`config.mk`:
```
export PLATFORM = sky130hd
export DESIGN_NAME = mux_n_scan
export DESIGN_NICKNAME = d
export VERILOG_FILES = /design/src/rtl/mux_n_scan.sv
export SDC_FILE = /design/constraint.sdc
export NUM_CORES = 1
export LEC_CHECK = 0
export ABC_AREA = 1
export CAP_MARGIN = 20
export CORE_UTILIZATION = 30
export CTS_BUF_LIST = sky130_fd_sc_hd__clkbuf_4 sky130_fd_sc_hd__clkbuf_8 sky130_fd_sc_hd__clkbuf_16
export DETAILED_ROUTE_END_ITERATION = 10
export MAX_ROUTING_LAYER = met4
export PLACE_DENSITY_LB_ADDON = 0.3
export SYNTH_ARGS = -nofsm -noshare
export SYNTH_HDL_FRONTEND = slang
export SYNTH_SLANG_ARGS = --single-unit
```
`constraint.sdc`:
```
create_clock -name clk_i -period 2.39 [get_ports clk_i]
set_input_delay 0.3585 -clock clk_i [delete_from_list [all_inputs] [get_ports clk_i]]
set_output_delay 0.3585 -clock clk_i [all_outputs]
set_load 0.03 [all_outputs]
```
`src/rtl/mux_n_scan.sv`:
```
// CHANNELS:1 WIDTH-bit multiplexer with a registered output and a valid/ready output handshake.
// In direct mode the external select chooses the channel; in scan mode an internal pointer visits each channel for DWELL words.
module mux_n_scan #(
    parameter int WIDTH    = 1,
    parameter int CHANNELS = 5,
    parameter int SEL_W    = 3,
    parameter int DWELL    = 4
) (
    input  logic                      clk_i,
    input  logic                      rst_ni,
    input  logic [CHANNELS*WIDTH-1:0] in_i,
    input  logic [SEL_W-1:0]          sel_i,
    input  logic                      mode_i,
    input  logic                      ready_i,
    output logic [WIDTH-1:0]          m_o,
    output logic [SEL_W-1:0]          chan_o,
    output logic                      valid_o,
    output logic                      err_o
);

    localparam logic [SEL_W:0]   NUM_CH  = (SEL_W+1)'(CHANNELS);
    localparam logic [SEL_W-1:0] LAST_CH = SEL_W'(CHANNELS - 1);
    localparam logic [7:0]       LAST_DW = 8'(DWELL - 1);

    logic [WIDTH-1:0] m_q, m_d;
    logic [SEL_W-1:0] chan_q, chan_d;
    logic             err_q, err_d;
    logic             valid_q, valid_d;
    logic [SEL_W-1:0] ptr_q, ptr_d;
    logic [7:0]       dwell_q, dwell_d;
    logic             mode_q;

    logic             load;
    logic             modeRise;
    logic [SEL_W-1:0] ptrEff;
    logic [7:0]       dwellEff;

    // A select value at or above CHANNELS never matches, so out-of-range yields zero.
    function automatic logic [WIDTH-1:0] pickChannel(input logic [CHANNELS*WIDTH-1:0] data,
                                                     input logic [SEL_W-1:0] idx);
        logic [WIDTH-1:0] result;
        result = '0;
        for (int k = 0; k < CHANNELS; k++) begin
            if (idx == SEL_W'(k)) result = data[k*WIDTH +: WIDTH];
        end
        return result;
    endfunction

    always_comb begin
        load     = !valid_q || ready_i;
        modeRise = mode_i && !mode_q;
        ptrEff   = modeRise ? '0 : ptr_q;
        dwellEff = modeRise ? '0 : dwell_q;

        m_d     = m_q;
        chan_d  = chan_q;
        err_d   = err_q;
        valid_d = valid_q;
        ptr_d   = ptrEff;
        dwell_d = dwellEff;

        if (load) begin
            valid_d = 1'b1;
            if (mode_i) begin
                m_d    = pickChannel(in_i, ptrEff);
                chan_d = ptrEff;
                err_d  = 1'b0;
                if (dwellEff == LAST_DW) begin
                    dwell_d = '0;
                    ptr_d   = (ptrEff == LAST_CH) ? '0 : ptrEff + 1'b1;
                end else begin
                    dwell_d = dwellEff + 8'd1;
                end
            end else if ({1'b0, sel_i} >= NUM_CH) begin
                m_d    = '0;
                chan_d = sel_i;
                err_d  = 1'b1;
            end else begin
                m_d    = pickChannel(in_i, sel_i);
                chan_d = sel_i;
                err_d  = 1'b0;
            end
        end
    end

    // The mode register tracks the input every cycle, including stalls, so edges are never missed.
    always_ff @(posedge clk_i or negedge rst_ni) begin
        if (!rst_ni) begin
            m_q     <= '0;
            chan_q  <= '0;
            err_q   <= 1'b0;
            valid_q <= 1'b0;
            ptr_q   <= '0;
            dwell_q <= '0;
            mode_q  <= 1'b0;
        end else begin
            m_q     <= m_d;
            chan_q  <= chan_d;
            err_q   <= err_d;
            valid_q <= valid_d;
            ptr_q   <= ptr_d;
            dwell_q <= dwell_d;
            mode_q  <= mode_i;
        end
    end

    assign m_o     = m_q;
    assign chan_o  = chan_q;
    assign err_o   = err_q;
    assign valid_o = valid_q;

endmodule
```
==> results.py, run 1 <==
metrics = {
    "cts": {
        "path_clk_slew_ns": 0.10,
        "htree_levels": 1,
        "cts_buffers": 3,
        "clockRootBuffer": "clkbuf_4",
        "cts.sinks": 18,
        "clockBufferDepth": 2,
        "post_cts_resized": 0,
        "insertion_delay_ns": 0.28,
        "hold_buffers": 0,
        "cts_tree": "done",
        "post_cts_buffers": 0,
    },
    "route": {
        "drtIter0Drc": 37,
        "postRouteAntennaNets": 0,
        "viasPerCell": 4.47,
        "wl_per_cell_um": 10.5,
        "via_count": 957,
        "routed_wl_mm": 2.26,
        "drc": 0,
        "dr.pass1.iters": 4,
    },
    "placed_design": {
        "dp_hpwl_mm": 1.80,
        "dp_cells": 211,
        "dpl-instance-area_um2": 1340,
        "place_congestion": 0.801,
        "portBuffers": 17,
    },
    "floorplanning": {
        "die_area_um2": 3910,
        "fp-row-count": 21,
        "ios": 18,
        "fp.dieW_um": 62.5,
        "core_area_um2": 3420,
        "fp.dieH_um": 62.5,
        "initial_utilization_pct": 32.2,
    },
    "yosys": {
        "synth_fp_nets": 164,
        "async_flop_share_pct": 100,
        "ys_ff_latch": 18,
        "yosys.area.top_type_share_pct": 41.0,
        "ys_types": 24,
        "synth_edf_count": 0,
        "synth_common_cells": "nand2_1 (48), inv_1 (29), dfrtp_1 (18), nand3_1 (12), ha_1 (6)",
        "post-synth-top-count-cell": "nand2_1",
        "ys_warn_count": 0,
        "synthCells": 146,
        "syn_avg_cell_area_um2": 7.52,
        "ys_seq_area_share_pct": 41.0,
        "synth_top_cell_by_area": "dfrtp_1",
        "ys.flop_type": "dfrtp_1",
        "synth_area_leaders": "dfrtp_1 (41%), nand2_1 (16%), inv_1 (9.9%), ha_1 (6.8%), nand3_1 (5.5%)",
        "syn-cell-area_um2": 1100,
    },
    "finish": {
        "stdcell_count": 214,
        "final_area_um2": 1360,
        "layout-drive-gt1-share_pct": 10.7,
        "area.growth.synth_to_final_pct": 23.8,
        "antenna_cells": 0,
        "fillers": 356,
        "nets": 188,
    },
    "critical_path": {
        "r2r_slack_ns": 0.74,
        "cp-end-kind": "flip-flop",
        "path_class": "input port to flip-flop",
        "arrival_ns": 2.13,
        "critPathRequiredTime_ns": 2.62,
        "crit_fanout": 8,
        "start_kind": "input port",
    },
    "flow_run": {
        "drv_cap": 0,
    },
    "timing": {
        "setup_viol": 0,
        "fin_crit_sh_pct": 79.2,
        "hold_violations": 0,
        "clock_skew_ns": 0.000963,
        "min_period_ns": 1.89,
        "fmax_mhz": 528,
        "setup_tns_ns": 0,
        "rsz0062_at_grt": "false",
        "finalMaxSlewViolations": 0,
    },
    "global_routing": {
        "grt_antenna_before_repair": 0,
        "grt_max_degree": 19,
        "grt-ovfl-total": 0,
        "grt_pass1_vias": 963,
        "grt_pass1_wl_mm": 3.91,
        "grt_util_all_layers_pct": 12.8,
    },
    "power_and_ir_drop": {
        "p_leak_nw": 0.775,
        "powerDensity_nw_per_um2": 547,
        "power.total_w": 0.000743,
        "ir_worst_vdd_uv": 226,
    },
    "outcome": {
        "run_status": "finished clean",
    },
    "hold_path": {
        "hold_path_class": "input port to async pin",
    },
}
[where the power goes]
part | total [W] | internal (W) | switching [W]
combinational | 0.000230 | 0.0000961 | 0.000134
clock | 0.000150 | 0.0000585 | 0.0000911
sequential | 0.000364 | 0.000341 | 0.0000222
total | 0.000743 | 0.000496 | 0.000247
[worst max-delay path: stages]
cell	delay, ns
clkdlybuf4s50_1	0.56
nand2_2	0.16
nand2_1	0.16
inv_1	0.10
ha_1	0.19
ha_1	0.19
a21oi_1	0.13
nand3_1	0.10
nand3_1	0.08
nand2_1	0.05
nand2_1	0.06
[sequential cells by signal (all words and copies together) (netlist names)]
signal   cells
dwell_q      8
chan_o       3
ptr_q        3
err_o        1
m_o          1
mode_q       1
valid_o      1
[cell type report]
cell class	count	area, µm²	area share [%]
clock buffers	3	22.5	1.66
inverters	30	114	8.37
multi-input cells	97	523	38.5
flip-flops and latches	18	450	33.1
well taps	46	57.6	4.23
repair buffers	20	193	14.2
[worst paths after layout]
path                            from    endpoint  depth (start not counted)
min reg2reg                chan_o[0]   chan_o[0]                          2
min                           rst_ni     valid_o                          2
max reg2reg                   mode_q         m_o                         11
min in group clk_i         chan_o[0]   chan_o[0]                          2
max in group asynchronous     rst_ni  dwell_q[5]                          2
max                           mode_i         m_o                         11
[layout by cell type (no fill, tap or decap), drive strengths merged]
| cell | instances |
|---|---|
| dfrtp | 18 |
| nand2 | 53 |
| o211ai | 1 |
| clkbuf | 3 |
| nor3 | 1 |
| nor2 | 5 |
| inv | 29 |
| buf | 3 |
| a21boi | 1 |
| clkinv | 1 |
| o21ai | 5 |
| nand3 | 13 |
| a22oi | 1 |
| xor2 | 2 |
| nand4 | 2 |
| a21oi | 3 |
| xnor2 | 1 |
| conb | 1 |
| ha | 6 |
| clkdlybuf4s50 | 17 |
| o221ai | 2 |
[layer usage]
metal	track usage, %	part of all wire (%)	up-vias	wire (µm)
li1	-	-	497	-
met1	14.1	45	435	1020
met2	22.6	50	23	1120
met3	3.47	4.3	2	98
met4	3.78	0.53	0	12
met5	-	0	-	0
[stage by stage]
| stage | hold WS [ns] | setup WS [ns] | util, % |
|---|---|---|---|
| after floorplan | 0.0629 | 0.755 | - |
| after global placement | 0.468 | 0.274 | 39.2 |
| after detailed placement | 0.483 | 0.215 | 39.2 |
| after CTS | 0.409 | 0.512 | 39.8 |
| after global routing | 0.414 | 0.358 | 39.8 |
| final | 0.400 | 0.497 | 39.8 |
[cells by family after synthesis]
group | count (synthesis) | synth area share [%]
buffers and inverters | 31 | 11.4
AOI/OAI and AO/OA | 13 | 7.29
adders and majority gates | 6 | 6.83
and+or+nand+nor | 74 | 30.8
other | 1 | 0.341
DFF | 18 | 41.0
xor gates and xnor gates | 3 | 2.39
Power figures use the tool's default switching activity.
==> run 2: changes to the inputs <==
Clock period 2.39 ns to 1.8 ns, I/O delays scaled along.
==> run 2 against run 1 <==
Net effect: combinational power up 43%; clock power up 70%; largest power group unchanged; wire length up 1.2%; utilization up 2.4 points; via count up 2.4%; die area unchanged; critical path type is now flip-flop to primary output; first-iteration DRC count up 19%; critical endpoint is now valid_o; sequential share of layout area down 1.9 points; register-to-register slack worse by 0.46 ns; global-route usage up 0.14 points; clock skew up 0.0088 ns.
==> results.py, run 2 (synthesis results as in run 1) <==
metrics = {
    "route": {
        "viasPerCell": 4.38,
        "wl_per_cell_um": 10.2,
        "dr.pass1.iters": 4,
        "drtIter0Drc": 44,
        "via_count": 980,
        "drc": 0,
        "postRouteAntennaNets": 0,
        "routed_wl_mm": 2.28,
    },
    "global_routing": {
        "grt-ovfl-total": 0,
        "grt_pass1_wl_mm": 3.87,
        "grt_pass1_vias": 914,
        "grt_max_degree": 19,
        "grt_antenna_before_repair": 0,
        "grt_util_all_layers_pct": 13.0,
    },
    "power_and_ir_drop": {
        "powerDensity_nw_per_um2": 739,
        "ir_worst_vdd_uv": 203,
        "p_leak_nw": 0.826,
        "power.total_w": 0.00107,
    },
    "finish": {
        "final_common_cell": "nand2_1",
        "area.growth.synth_to_final_pct": 31.2,
        "layout-drive-gt1-share_pct": 15.7,
        "multi_input_area_um2": 523,
        "fillers": 353,
        "antenna_cells": 0,
        "nets": 197,
        "final_cell_mix": "nand2_1 (48), inv_1 (29), dfrtp_1 (18)",
        "regMostFlops": "dwell_q",
        "largest_register_ffs": 8,
        "regArea_um2": 450,
        "final_util_pct": 42.2,
    },
    "floorplanning": {
        "core_area_um2": 3420,
        "fp.dieW_um": 62.5,
        "fp.dieH_um": 62.5,
        "fp-row-count": 21,
        "die_area_um2": 3910,
        "ios": 18,
        "initial_utilization_pct": 32.2,
    },
    "placed_design": {
        "portBuffers": 17,
        "place_congestion": 0.877,
        "dp_hpwl_mm": 1.84,
    },
    "critical_path": {
        "crit_fanout": 2,
        "path_class": "flip-flop to primary output",
        "start_kind": "flip-flop",
        "slowest_stage": "clkdlybuf4s50_1",
        "cpLargestDelayFamily": "buffers and inverters",
        "crit_chain": "clkdlybuf4s50_1",
        "cpPeakStageDelay_ns": 0.69,
        "cp-end-kind": "primary output",
        "arrival_ns": 1.38,
        "path_buf_inv": 1,
        "critPathRequiredTime_ns": 1.53,
    },
    "cts": {
        "cts_buffers": 3,
        "post_cts_resized": 0,
        "htree_levels": 1,
        "cts.sinks": 18,
        "cts_tree": "done",
        "insertion_delay_ns": 0.30,
        "post_cts_buffers": 0,
        "clockRootBuffer": "clkbuf_4",
        "path_clk_slew_ns": 0.11,
        "hold_buffers": 0,
        "clockBufferDepth": 2,
    },
    "timing": {
        "setup_tns_ns": 0,
        "setup_viol": 0,
        "clock_skew_ns": 0.00972,
        "fmax_mhz": 605,
        "hold_violations": 0,
        "min_period_ns": 1.65,
        "fin_crit_sh_pct": 91.8,
        "finalMaxSlewViolations": 0,
        "rsz0062_at_grt": "false",
    },
    "flow_run": {
        "drv_cap": 0,
    },
    "outcome": {
        "run_status": "finished clean",
    },
    "hold_path": {
        "hold_path_class": "input port to async pin",
    },
}
run 2: layout make-up:
type | instances | share of cell area [%]
Multi-Input combinational cell | 97 | 36.3
Sequential cell | 18 | 31.3
Timing Repair Buffer | 29 | 18.1
Inverter | 30 | 7.90
Tap cell | 46 | 3.99
Clock buffer | 4 | 2.52
run 2: worst paths after layout:
kind,startpoint,end,slack [ns],depth (start not counted)
max in group asynchronous,rst_ni,dwell_q[7],1.30,2
max reg2reg,mode_q,dwell_q[4],0.28,10
min,rst_ni,chan_o[1],0.30,2
min reg2reg,chan_o[0],chan_o[0],0.51,2
max,valid_o,valid_o,0.15,1
min in group clk_i,chan_o[0],chan_o[0],0.51,2
run 2: power by group:
| part | internal, W | leakage, nW | switching, W |
|---|---|---|---|
| clock network | 0.000123 | 0.0210 | 0.000132 |
| logic | 0.000150 | 0.568 | 0.000178 |
| registers | 0.000453 | 0.237 | 0.0000285 |
run 2: stage by stage:
step	instance area, µm²	std cells	hold slack, ns	setup WS (ns)
after detailed placement	1410	220	0.494	-0.0870
after CTS	1440	224	0.299	0.127
final	1440	224	0.298	0.148
after global placement	1410	220	0.470	-0.0787
after global routing	1440	224	0.316	0.0835
after floorplan	1100	146	-0.0256	0.165
run 2: layer usage:
metal	global-route usage, %	wire length (µm)
met5	-	0
met2	20.8	1050
met3	2.74	86
met1	15.4	1100
met4	6.40	42
